--- config.mk ---
export PLATFORM = sky130hd
export DESIGN_NAME = stopwatch_ctrl_mc
export DESIGN_NICKNAME = d
export VERILOG_FILES = /design/src/rtl/stopwatch_ctrl_mc.sv
export SDC_FILE = /design/constraint.sdc
export NUM_CORES = 1
export LEC_CHECK = 0
export CAP_MARGIN = 0
export CORE_MARGIN = 5
export CORE_UTILIZATION = 31
export DETAILED_ROUTE_END_ITERATION = 10
export GPL_ROUTABILITY_DRIVEN = 1
export PLACE_DENSITY = 0.63
export SLEW_MARGIN = 20
export SYNTH_ARGS = -nofsm -noshare
export SYNTH_HDL_FRONTEND = slang
export SYNTH_SLANG_ARGS = --single-unit
--- constraint.sdc ---
create_clock -name clk -period 2.7 [get_ports clk]
set_input_delay 0.27 -clock clk [delete_from_list [all_inputs] [get_ports clk]]
set_output_delay 0.27 -clock clk [all_outputs]
set_load 0.02 [all_outputs]
--- src/rtl/stopwatch_ctrl_mc.sv ---
// Multi-channel stopwatch/timer control: button edge detection, channel select,
// and one STOP/RUN/LAP/CLEAR state machine per channel with expiry alarm.
module stopwatch_ctrl_mc #(
  parameter int N_CH  = 2,
  parameter int CH_W  = 1,
  parameter int CLR_W = 1
) (
  input  logic            clk,
  input  logic            rst,
  input  logic            btn_L,
  input  logic            btn_R,
  input  logic            btn_U,
  input  logic            btn_D,
  input  logic [N_CH-1:0] expire,
  output logic [N_CH-1:0] run,
  output logic [N_CH-1:0] clear,
  output logic [N_CH-1:0] lap_hold,
  output logic [N_CH-1:0] dir_down,
  output logic [N_CH-1:0] alarm,
  output logic [CH_W-1:0] ch_sel
);

  localparam int CNT_W = (CLR_W > 1) ? $clog2(CLR_W) : 1;

  typedef enum logic [1:0] {ST_STOP, ST_RUN, ST_LAP, ST_CLEAR} state_t;

  logic [3:0] btn_now;
  logic [3:0] btn_prev_reg;
  logic [3:0] btn_ev;
  logic       ev_l, ev_r, ev_u, ev_d;

  logic [CH_W-1:0] ch_sel_reg, ch_sel_next;

  assign btn_now = {btn_D, btn_U, btn_R, btn_L};
  assign btn_ev  = btn_now & ~btn_prev_reg;
  assign ev_l    = btn_ev[0];
  assign ev_r    = btn_ev[1];
  assign ev_u    = btn_ev[2];
  assign ev_d    = btn_ev[3];

  // History resets to 1 so a button already held when reset releases is not an event.
  always_ff @(posedge clk or posedge rst) begin
    if (rst) begin
      btn_prev_reg <= 4'b1111;
      ch_sel_reg   <= '0;
    end else begin
      btn_prev_reg <= btn_now;
      ch_sel_reg   <= ch_sel_next;
    end
  end

  always_comb begin
    ch_sel_next = ch_sel_reg;
    if (ev_u) begin
      ch_sel_next = (ch_sel_reg == CH_W'(N_CH - 1)) ? '0 : ch_sel_reg + 1'b1;
    end
  end

  assign ch_sel = ch_sel_reg;

  generate
    for (genvar gi = 0; gi < N_CH; gi++) begin : g_ch
      state_t           state_reg, state_next;
      logic [CNT_W-1:0] cnt_reg, cnt_next;
      logic             dir_reg, dir_next;
      logic             alarm_reg, alarm_next;
      logic             run_reg, run_next;
      logic             clear_reg, clear_next;
      logic             lap_reg, lap_next;
      logic             sel, r_ev, l_ev, d_ev, expire_hit;

      // Events decode against the pre-increment selection so a simultaneous U
      // lands the L/R/D action on the previously selected channel.
      assign sel  = (ch_sel_reg == CH_W'(gi));
      assign r_ev = sel & ev_r;
      assign l_ev = sel & ev_l;
      assign d_ev = sel & ev_d;
      assign expire_hit = expire[gi] & dir_reg &
                          ((state_reg == ST_RUN) || (state_reg == ST_LAP));

      always_ff @(posedge clk or posedge rst) begin
        if (rst) begin
          state_reg <= ST_STOP;
          cnt_reg   <= '0;
          dir_reg   <= 1'b0;
          alarm_reg <= 1'b0;
          run_reg   <= 1'b0;
          clear_reg <= 1'b0;
          lap_reg   <= 1'b0;
        end else begin
          state_reg <= state_next;
          cnt_reg   <= cnt_next;
          dir_reg   <= dir_next;
          alarm_reg <= alarm_next;
          run_reg   <= run_next;
          clear_reg <= clear_next;
          lap_reg   <= lap_next;
        end
      end

      always_comb begin
        state_next = state_reg;
        cnt_next   = cnt_reg;
        dir_next   = dir_reg;
        alarm_next = alarm_reg;
        if (expire_hit) begin
          state_next = ST_STOP;
          alarm_next = 1'b1;
        end else begin
          case (state_reg)
            ST_STOP: begin
              if (r_ev) begin
                state_next = ST_RUN;
                alarm_next = 1'b0;
              end else if (l_ev) begin
                state_next = ST_CLEAR;
                cnt_next   = CNT_W'(CLR_W - 1);
                alarm_next = 1'b0;
              end else if (d_ev) begin
                dir_next = ~dir_reg;
              end
            end
            ST_RUN: begin
              if (r_ev) begin
                state_next = ST_STOP;
                alarm_next = 1'b0;
              end else if (l_ev) begin
                state_next = ST_LAP;
                alarm_next = 1'b0;
              end
            end
            ST_LAP: begin
              if (r_ev) begin
                state_next = ST_STOP;
                alarm_next = 1'b0;
              end else if (l_ev) begin
                state_next = ST_RUN;
                alarm_next = 1'b0;
              end
            end
            default: begin
              if (cnt_reg == '0) begin
                state_next = ST_STOP;
              end else begin
                cnt_next = cnt_reg - 1'b1;
              end
            end
          endcase
        end
      end

      // Outputs are decoded from the next state and registered alongside it.
      always_comb begin
        run_next   = (state_next == ST_RUN) || (state_next == ST_LAP);
        clear_next = (state_next == ST_CLEAR);
        lap_next   = (state_next == ST_LAP);
      end

      assign run[gi]      = run_reg;
      assign clear[gi]    = clear_reg;
      assign lap_hold[gi] = lap_reg;
      assign dir_down[gi] = dir_reg;
      assign alarm[gi]    = alarm_reg;
    end
  endgenerate

endmodule

Yosys cells after proc, flatten, opt, wreduce, memory -nomap -nowiden:

Index checks and enable logic that the tools add are counted.

* $add $sub $neg: 3
* muxes and demuxes: 33
* bitwise operators: 23
* reduce and logical (&&, ||, !) cells: 20
* eq/ne operators: 14

Operators with widths (count)
* two-way mux 2 bit: 16
* two-way mux 1 bit: 13
* equality test 2 bit (second input constant): 6
* case mux 2 bit (3 select lines): 2
* NOT 1 bit: 11
* bitwise AND 1 bit: 10
* AND reduction 5 bit: 2
* equality test 2 x 1 -> 1 bit (second input constant): 4
* != test 2 bit (second input constant): 4
* AND reduction 4 bit: 2
* nonzero test 3 bit: 2
* OR reduction 3 bit: 2
* bitwise AND 4 bit: 1
* logical NOT 2 bit: 2
* logical OR 1 bit: 4
* NOT 4 bit: 1
* case mux 1 bit (2 select lines): 2
* AND reduction 2 bit: 2
* nonzero test 2 bit: 2
* OR reduction 2 bit: 2
* subtractor 1 bit (second input constant): 2
* adder 1 bit (second input constant): 1

* bits in registers: 21
* bits of input ports: 8
* word-level logic and storage cells: 109

Longest topological paths before layout:

* depth after elaboration: 9
* depth in mapped cells: 7
* mapped depth without buffers: 7

Worst setup path before layout:

Ideal clock, no wire load.

* path kind: reg2reg
* from: reg g_ch[1].state_reg[0]
* to: reg g_ch[1].run_reg
* period minus slack after synthesis: 1.679 ns
* required time: 2.587 ns
* slack: 1.021 ns
* buffers on the path: 0
* cell stages (with the launch flop): 8
* data arrival time: 1.567 ns
* setup time: 0.113 ns
* cell sequence: dfrtp_1 -> inv_1 -> ha_1 -> a31oi_1 -> a21bo_2 -> a21o_1 -> ha_1 -> inv_1

* word-level cells in the longest chain between the ends: 6
* elaborated cells on any way between the ends: 17

RTL lines
* start, declared: line 63 `state_t state_reg, state_next;`
* start signal, assigned: line 91 `state_reg <= state_next;`
* two-way mux 2 bit (tied with other cells): line 136 `end else if (l_ev) begin`
* two-way mux 2 bit (tied with other cells): line 133 `if (r_ev) begin`
* case mux 2 bit (3 select lines) or bitwise AND 1 bit (tied branches): line 110, 78
* two-way mux 2 bit (*): line 106 `if (expire_hit) begin`
* equality test 2 x 1 -> 1 bit or equality test 2 bit (tied branches): line 154 `run_next = (state_next == ST_RUN) || (state_next == ST_LAP);`
* logical OR 1 bit (*): line 154
* net g_ch[1].run_next: line 67 `logic run_reg, run_next;`
* end signal, assigned: line 95 `run_reg <= run_next;`
* end, declared: line 67

Mark *: on every way through the listed nets, which the timed path passes. The rest lies on a longest branch.
A chain may end at the register's enable or synchronous reset.

Final worst setup path:

Same ends and word-level chain as after synthesis.

==> out/qor.txt <==
Clk_skew: 0.00255 ns
Psw: 0.000443 W
Pwr dens: 958 nW/um^2
Routability cong.: 0.896
IO Count: 19
Die area: 4440 sq um
Yosys top cell area share: 37.7%
Postcts setup bufs: 0
DRC errors left: 0
Sequential power share: 38.9%
Fillers: 297
Largest net degree at the start of global routing: 20
Starting Density: 32.3%
N_diodes: 0
Critical path required time: 2.90 ns
HPWL Detailed: 1.30 mm
Combinational power share: 48.5%
Synth area leader: dfrtp_1
CP Capture Type: flop
Yosys cell types: 25
# setup viols final: 0
GR Overflow Total: 0
Final ANT Viol Nets: 0
Hold Crit Class: input port to async pin
Via Count: 643
Synthesized area per cell: 10.9 sq um
Wire length of the first global-routing pass: 2.80 mm
Core area: 3080 sq um
Synthesis-stage register bit count: 19
R2r worst-path depth: 7
Fin area: 1180 sq um
F_max: 546 MHz
Worst r2r src: g_ch[1].state_reg[0]
TritonCTS clock tree: done
Startpoint types: flop
Area growth, synth to finish: 18.7%
DRT iter0 DRCs: 24
Fraction of layout cells with a size suffix above 1: 11.7%
# Max-Cap Violations: 0
TritonRoute pass-1 iters: 4
Syn nets: 111
Synth warn: 0
Clock share of power: 12.5%
Seq/Total Area, Yosys: 48.3%
Crit-path max FO: 3
Crit Reg-Reg Endpoint: g_ch[1].run_reg
Clk_lat worst skew: 0.29 ns
Vias in the first global route: 620
GR Util All Layers: 8.60%
H-tree depth: 1
Row cnt: 20
Total negative slack: 0 ns
Mapped Cells: 91
Leakage: 0.539 nW
Pins over their slew limit: 0
RSZ-0062 raised after global routing: no
Maximum VDD drop: 0.346 mV
Placed Area: 1150 sq um
Vias/cell: 4.37
Critical path class: flop to flop
Clock sink count: 19
Die Width: 66.6 um
Worst Max-Slew Pin Slew: 0.694 ns
Drt wl/cell: 11.4 um
Final Hold Viols: 0
Die Ht: 66.6 um
Switching Fraction: 39.1%
CP arrival: 2.03 ns
Post-Syn Area: 995 sq um
Bufs on Longest Clock Path: 2
Routed wire length: 1.68 mm
Worst rel slew slack: 53.7%
CTS buffer count: 3
Post-CTS resize count: 0
Number of port buffers: 18
Worst hold slack: 0.383 ns
Fin crit period: 1.83 ns
Period utilization: 67.8%
CTS root buf: clkbuf_4
Clk slew on worst S/H paths: 0.10 ns
Initial antenna violation count: 0
Outcome: completed
Layout Nets: 124
Largest cells by area after synthesis: dfrtp_1, ha_1, dfstp_2
Internal: 0.000689 W
Reg-to-reg slack, setup: 0.87 ns
Hold Buf Count CTS: 0
[synthesized netlist by cell type]
| cell type | n |
|---|---|
| nor2b_2 | 1 |
| xnor2_1 | 3 |
| o21ai_2 | 1 |
| a21o_1 | 1 |
| a221o_1 | 1 |
| and4b_1 | 1 |
| nor2b_4 | 1 |
| ha_1 | 12 |
| inv_2 | 1 |
| nor2_1 | 2 |
| a21oi_1 | 4 |
| a21bo_2 | 1 |
| nor4bb_1 | 1 |
| inv_1 | 7 |
| buf_4 | 10 |
| o21ai_0 | 8 |
| nor2b_1 | 1 |
| nand2b_1 | 1 |
| a31oi_1 | 2 |
| and3_1 | 1 |
| nand2_1 | 4 |
| nand3_1 | 7 |
| dfstp_2 | 4 |
| o21ai_1 | 1 |
| dfrtp_1 | 15 |
[through the flow]
| stage | power (W) | setup WS (ns) | cells | util, % |
|---|---|---|---|---|
| 2_1_floorplan | 0.000866 | 1.02 | 91 | - |
| 3_3_place_gp | 0.000987 | 0.758 | 143 | 37.5 |
| 3_5_place_dp | 0.00100 | 0.772 | 143 | 37.5 |
| 4_1_cts | 0.00115 | 0.865 | 147 | 38.4 |
| 5_1_grt | 0.00122 | 0.720 | 147 | 38.4 |
| 6_report | 0.00113 | 0.869 | 147 | 38.4 |
[worst max path at each step]
stage                     slack, ns                  from  cells after the start         endpoint
after floorplan                1.02  g_ch[1].state_reg[0]                      7  g_ch[1].run_reg
after global placement         0.76                 btn_R                      7  g_ch[1].run_reg
after detailed placement       0.77                 btn_R                      7  g_ch[1].run_reg
after CTS                      0.87  g_ch[1].state_reg[0]                      7  g_ch[1].run_reg
after global routing           0.72  g_ch[0].state_reg[0]                      7  g_ch[0].run_reg
final                          0.87  g_ch[1].state_reg[0]                      7  g_ch[1].run_reg
[power groups by stage]
stage          Combinational (W)  Sequential (W)  Clock (W)
2_1_floorplan           0.000423        0.000443          0
3_3_place_gp            0.000540        0.000448          0
3_5_place_dp            0.000553        0.000447          0
4_1_cts                 0.000557        0.000442   0.000153
5_1_grt                 0.000608        0.000454   0.000159
6_report                0.000549        0.000441   0.000142
[worst max-delay path: stages (launching register included)]
cell and delay [ns]:
dfrtp_1 0.39, inv_1 0.09, ha_1 0.31, a31oi_1 0.24
a21bo_2 0.26, a21o_1 0.15, ha_1 0.27, inv_1 0.03
[routing by layer]
metal | GRT usage, % | part of all wire [%]
met3 | 2.87 | 5.7
met1 | 10.8 | 48
met5 | 0 | 0
met4 | 5.33 | 2.1
met2 | 12.6 | 44
[final cells by class]
| class | count | area, sq um | area share (%) |
|---|---|---|---|
| clock buffer | 4 | 26.3 | 2.22 |
| inverter | 8 | 30.0 | 2.54 |
| multi-input combinational | 54 | 409 | 34.6 |
| sequential | 19 | 480 | 40.7 |
| tap | 44 | 55.1 | 4.66 |
| timing repair buffer | 18 | 180 | 15.3 |
[kinds of logic after synthesis]
| kind of cell | Yosys count | synth area share (%) |
|---|---|---|
| AO/OA/AOI/OAI | 19 | 11.4 |
| XOR/XNOR | 3 | 2.64 |
| adder cells (fa/ha/maj) | 12 | 15.1 |
| buffers and inverters | 18 | 10.6 |
| flip-flops | 19 | 48.3 |
| AND/OR/NAND/NOR | 20 | 12.0 |
[placed cells by master (no fill, tap or decap)]
| cell | count |
|---|---|
| ha_1 | 12 |
| xnor2_1 | 3 |
| a221o_1 | 1 |
| dfrtp_1 | 15 |
| and4b_1 | 1 |
| nand3_1 | 7 |
| clkdlybuf4s50_1 | 18 |
| clkbuf_1 | 1 |
| a21bo_2 | 1 |
| inv_1 | 7 |
| nor2_1 | 2 |
| nor2b_4 | 1 |
| nor2b_2 | 1 |
| nand2b_1 | 1 |
| clkbuf_4 | 3 |
| and3_1 | 1 |
| a21o_1 | 1 |
| a31oi_1 | 2 |
| a21oi_1 | 4 |
| o21ai_0 | 8 |
| dfstp_2 | 4 |
| inv_2 | 1 |
| o21ai_2 | 1 |
| o21ai_1 | 1 |
| nor2b_1 | 1 |
| nor4bb_1 | 1 |
| nand2_1 | 4 |
Note: power is estimated with default switching activity, not from simulation.
==> RTL change 1, RTL diff (config.mk and constraints unchanged) <==
`N_CH`: 2 -> 1.
--- a/src/rtl/stopwatch_ctrl_mc.sv
+++ b/src/rtl/stopwatch_ctrl_mc.sv
@@ -1,7 +1,7 @@
 // Multi-channel stopwatch/timer control: button edge detection, channel select,
 // and one STOP/RUN/LAP/CLEAR state machine per channel with expiry alarm.
 module stopwatch_ctrl_mc #(
-  parameter int N_CH  = 2,
+  parameter int N_CH  = 1,
   parameter int CH_W  = 1,
   parameter int CLR_W = 1
 ) (
Ports: changed (6 resized); port bits go from 19 to 13. The function was not compared with the original's and may differ.
==> RTL change 1 against the original RTL <==
  * Sequential share of layout area fell by 1.8 points
  * Cell area decreased by 45%
  * Synthesized cell count shrank 53%
  * Via count down 48%
  * Sequential power down 48%
  * Clock skew up 3.2 ps
  * Clock power is 28% lower
  * Sequential cell count shrank 9
  * Total power fell by 42%
  * First-iteration DRC count down 100%
  * Wire length down 50%
  * Synthesized area is 48% lower
  * Worst setup slack worse by 120 ps
  * Largest cell class unchanged
  * Largest power group unchanged
==> RTL change 1: results (changes against the original RTL) <==
stage;metric;value;unit;change
run_status;status;finished, final reports clean;;unchanged
pwr;Sw Share;37.9;%;was 39.1%
route;wire per inst;11.7;um;was 11.4 um
route;Vias;335;;was 643
clock_tree;TritonCTS Buffers;3;;unchanged
global_route;met2 GRT Util;10.7;%;was 12.6%
route;detailed router's first-iteration violation count;0;;was 24
pwr;Pleak;0.000298;uW;was 0.000539 uW
logic_synthesis;top cells by count, synth;dfrtp_1, ha_1, inv_1;;was dfrtp_1, ha_1, buf_4
logic_synthesis;ranking of synthesized cells by area;dfrtp_1, dfstp_2, ha_1, nor4_4, inv_1;;was dfrtp_1, ha_1, dfstp_2, buf_4, o21ai_0
logic_synthesis;Mean Syn Cell Area;12.0;sq um;was 10.9 sq um
global_route;routing usage on met1;10.2;%;was 10.8%
cells_and_area;fillers;158;;was 297
global_route;pin count of the biggest net entering global routing;11;;was 20
sta;Worst Skew;5.74;ps;was 2.55 ps
logic_synthesis;syn_nets;56;;was 111
clock_tree;worst-skew pair later-pin latency;260;ps;was 290 ps
setup_path;crit path DAT;2150;ps;was 2030 ps
global_route;all-layer global routing usage;7.64;%;was 8.60%
place;GPL Wtd Cong;0.685;;was 0.896
logic_synthesis;register area share after synthesis;49.4;%;was 48.3%
setup_path;worst reg-to-reg setup slack;750;ps;was 870 ps
cells_and_area;Final #Nets;70;;was 124
pwr;Comb power;320;uW;was 549 uW
pwr;Clock group;102;uW;was 142 uW
global_route;number of global-route vias before repair;349;;was 620
cells_and_area;layout cell share with drive strength beyond 1;17.9;%;was 11.7%
place;dpl ws;723;ps;was 772 ps
place;post-DP HPWL;686;um;was 1300 um
logic_synthesis;synth unique cells;19;;was 25
global_route;met3 GRT Util;1.78;%;was 2.87%
place;Port Buffers;10;;was 18
place;post-placement cell count;68;;was 143
RTL change 1: changes by cell type in the layout (fill, tap and decap cells not counted), moves of 3 or more:
cell	before	now
ha_1	12	6
dfrtp_1	15	7
nand3_1	7	2
xnor2_1	3	0
o21ai_0	8	0
clkdlybuf4s50_1	18	10
RTL change 1: kinds of logic after synthesis:
family	after synthesis	synth area share [%]
and+or+nand+nor	12	17.3
DFF	10	49.4
adders and majority gates	6	14.6
AOI/OAI and AO/OA	7	10.7
buffers and inverters	6	5.11
other	1	0.729
muxes	1	2.19
RTL change 1: critical path: stages, from the launching register on:
cell and delay (ps):
dfrtp_1 390, inv_1 80, ha_1 310, nand3_1 110
nand2b_1 110, a2111oi_2 510, ha_1 320, inv_1 50
RTL change 1: path summary, 6_finish.rpt:
check / cells after the start / from / endpoint
setup / recovery: 7 / g_ch[0].state_reg[0] / run
hold / removal: 2 / rst / run
setup reg to reg: 7 / g_ch[0].state_reg[0] / run
hold reg to reg: 2 / alarm / alarm
max in group asynchronous: 2 / rst / btn_prev_reg[0]
min in group clk: 1 / btn_D / btn_prev_reg[3]
RTL change 1: stage by stage:
step / cell area, sq um / hold slack (ps)
after floorplan: 514 / 108
after CTS: 653 / 283
after detailed placement: 627 / 513
final: 653 / 278
after global routing: 653 / 316
after global placement: 627 / 503
RTL change 1: per-layer routing:
metal	wire [um]	part of all wire, %
met5	0	0
met4	6	0.71
met3	44	5.2
met2	401	48
met1	388	46
RTL change 1: layout make-up:
| class | instances | area share, % |
|---|---|---|
| inverters | 5 | 2.87 |
| multi-input cells | 27 | 35.8 |
| flip-flops and latches | 10 | 38.9 |
| repair buffers | 10 | 15.3 |
| clock buffers | 4 | 4.02 |
| well taps | 16 | 3.07 |
==> RTL change 2, RTL diff (same flow settings) <==
Made on the original files. Register the inputs `btn_L`, `btn_R`, `btn_U`, `btn_D` and `expire` before use. The logic sees them one clock later.
--- a/src/rtl/stopwatch_ctrl_mc.sv
+++ b/src/rtl/stopwatch_ctrl_mc.sv
@@ -24,6 +24,20 @@
 
   typedef enum logic [1:0] {ST_STOP, ST_RUN, ST_LAP, ST_CLEAR} state_t;
 
+  logic btn_L_q;
+  logic btn_R_q;
+  logic btn_U_q;
+  logic btn_D_q;
+  logic [N_CH-1:0] expire_q;
+
+  always_ff @(posedge clk) begin
+    btn_L_q  <= btn_L;
+    btn_R_q  <= btn_R;
+    btn_U_q  <= btn_U;
+    btn_D_q  <= btn_D;
+    expire_q <= expire;
+  end
+
   logic [3:0] btn_now;
   logic [3:0] btn_prev_reg;
   logic [3:0] btn_ev;
@@ -31,7 +45,7 @@
 
   logic [CH_W-1:0] ch_sel_reg, ch_sel_next;
 
-  assign btn_now = {btn_D, btn_U, btn_R, btn_L};
+  assign btn_now = {btn_D_q, btn_U_q, btn_R_q, btn_L_q};
   assign btn_ev  = btn_now & ~btn_prev_reg;
   assign ev_l    = btn_ev[0];
   assign ev_r    = btn_ev[1];
@@ -75,7 +89,7 @@
       assign r_ev = sel & ev_r;
       assign l_ev = sel & ev_l;
       assign d_ev = sel & ev_d;
-      assign expire_hit = expire[gi] & dir_reg &
+      assign expire_hit = expire_q[gi] & dir_reg &
                           ((state_reg == ST_RUN) || (state_reg == ST_LAP));
 
       always_ff @(posedge clk or posedge rst) begin
Formal check against the unedited RTL: not equivalent (Yosys sat finds a counterexample within 4 cycles, from zero or initial values and one cycle with rst high).
==> RTL change 2 against the original RTL <==
  * Worst setup slack got worse by 62 ps
  * Cell area increased by 14%
  * Synthesized area increased by 14%
  * Critical path depth unchanged
  * Sequential share of layout area increased by 4.0 points
  * Die area increased by 12%
  * Critical path type unchanged
  * Combinational power increased by 14%
  * Largest power group unchanged
  * Maximum frequency decreased by 3.3%
  * Sequential cell count increased by 6
  * Synthesized cell count increased by 9.9%
  * Total power increased by 24%
  * First-iteration DRC count decreased by 54%
  * Wire length increased by 10%
==> RTL change 2: results (changes against the original RTL) <==
stage;metric;value;unit;change
global_route;first-pass GRT wire length;3080;um;was 2800 um
route;Vias;716;;was 643
logic_synthesis;synth unique cells;24;;was 25
route;detailed router's first-iteration violation count;11;;was 24
pwr;VDD IR max;274;uV;was 346 uV
run_status;status;finished, final reports clean;;unchanged
pwr;Pleak;0.000611;uW;was 0.000539 uW
setup_path;CP Launch Point;g_ch[0].state_reg[0];;was g_ch[1].state_reg[0]
logic_synthesis;Synth Area in Adders;13.3;%;was 15.1%
route;DR vias/cell;4.48;;was 4.37
place;post-placement cell count;156;;was 143
place;post-DP HPWL;1380;um;was 1300 um
setup_path;crit path DAT;2110;ps;was 2030 ps
global_route;number of global-route vias before repair;690;;was 620
logic_synthesis;ranking of synthesized cells by area;dfrtp_1, ha_1, dfxtp_1, dfstp_2, buf_4;;was dfrtp_1, ha_1, dfstp_2, buf_4, o21ai_0
place;GPL Wtd Cong;0.859;;was 0.896
logic_synthesis;syn_nets;120;;was 111
min_path;Hold Crit Class;reg -> reg;;was in -> async
setup_path;crit-path max FO;3;;unchanged
place;dpl ws;848;ps;was 772 ps
global_route;all-layer global routing usage;8.08;%;was 8.60%
clock_tree;clock-pin slew on the worst setup and hold paths;80;ps;was 100 ps
logic_synthesis;register area share after synthesis;53.0;%;was 48.3%
logic_synthesis;async set-reset flop share out of synthesis;76.0;%;was 100%
cells_and_area;fillers;358;;was 297
route;Metal-1 WL;843;um;was 800 um
logic_synthesis;post-synthesis compound-gate area fraction;10.4;%;was 11.4%
cells_and_area;layout cell share with drive strength beyond 1;14.3;%;was 11.7%
cells_and_area;Final #Nets;133;;was 124
logic_synthesis;top cells by count, synth;dfrtp_1, ha_1, buf_4;;unchanged
setup_path;Worst Setup EP;g_ch[0].run_reg;;was g_ch[1].run_reg
sta;Worst Skew;0.527;ps;was 2.55 ps
sta;Final Worst Setup Slack;808;ps;was 869 ps
route;Met3 Wirelength;88;um;was 96 um
clock_tree;clock root cell;clkbuf_8;;was clkbuf_4
route;drt total wl;1860;um;was 1680 um
logic_synthesis;Mean Syn Cell Area;11.3;sq um;was 10.9 sq um
route;met2 WL;868;um;was 748 um
[RTL change 2: cell families after synthesis]
logic type      after synthesis
compound gates               19
xor+xnor                      1
fa+ha+maj                    12
buf+inv                      18
flops                        25
mux                           2
simple gates                 23
[RTL change 2: area by class of cell]
class | count | area [sq um] | share of cell area, %
Sequential cell | 25 | 601 | 44.7
Multi-Input combinational cell | 57 | 427 | 31.8
Clock buffer | 3 | 41.3 | 3.07
Clock inverter | 1 | 5.00 | 0.372
Timing Repair Buffer | 18 | 180 | 13.4
Tap cell | 48 | 60.1 | 4.47
Inverter | 8 | 30.0 | 2.23
[RTL change 2: worst min-delay path by stage]
stage	endpoint	slack, ps	cells after the start
after CTS	btn_prev_reg[2]	310	0
after floorplan	ch_sel	220	1
after detailed placement	btn_prev_reg[2]	300	0
after global routing	btn_prev_reg[2]	320	0
final	btn_prev_reg[2]	310	0
after global placement	btn_prev_reg[2]	300	0
[RTL change 2: power breakdown]
part / switching (uW) / total [uW] / internal [uW] / leakage, uW
combinational: 339 / 628 / 289 / 0.000300
clock: 117 / 220 / 103 / 0.0000255
sequential: 80.9 / 560 / 479 / 0.000285
[RTL change 2: through the flow]
stage,total power [uW],hold slack [ps]
CTS,1420,312
finish,1410,309
floorplan,1040,218
global placement,1170,297
global route,1510,320
detailed placement,1200,299
[RTL change 2: per-layer routing]
metal / global-route usage (%) / vias up
met4: 5.74 / 0
met3: 2.59 / 5
met2: 12.8 / 20
met1: 9.06 / 342
li1: - / 349
met5: 0 / -
[RTL change 2: critical path, stage by stage (launching register included)]
cell and delay (ps):
dfrtp_1 410, inv_1 100, ha_1 330, a31oi_1 290, nand3_1 120, a21oi_1 260
ha_1 290, inv_1 50
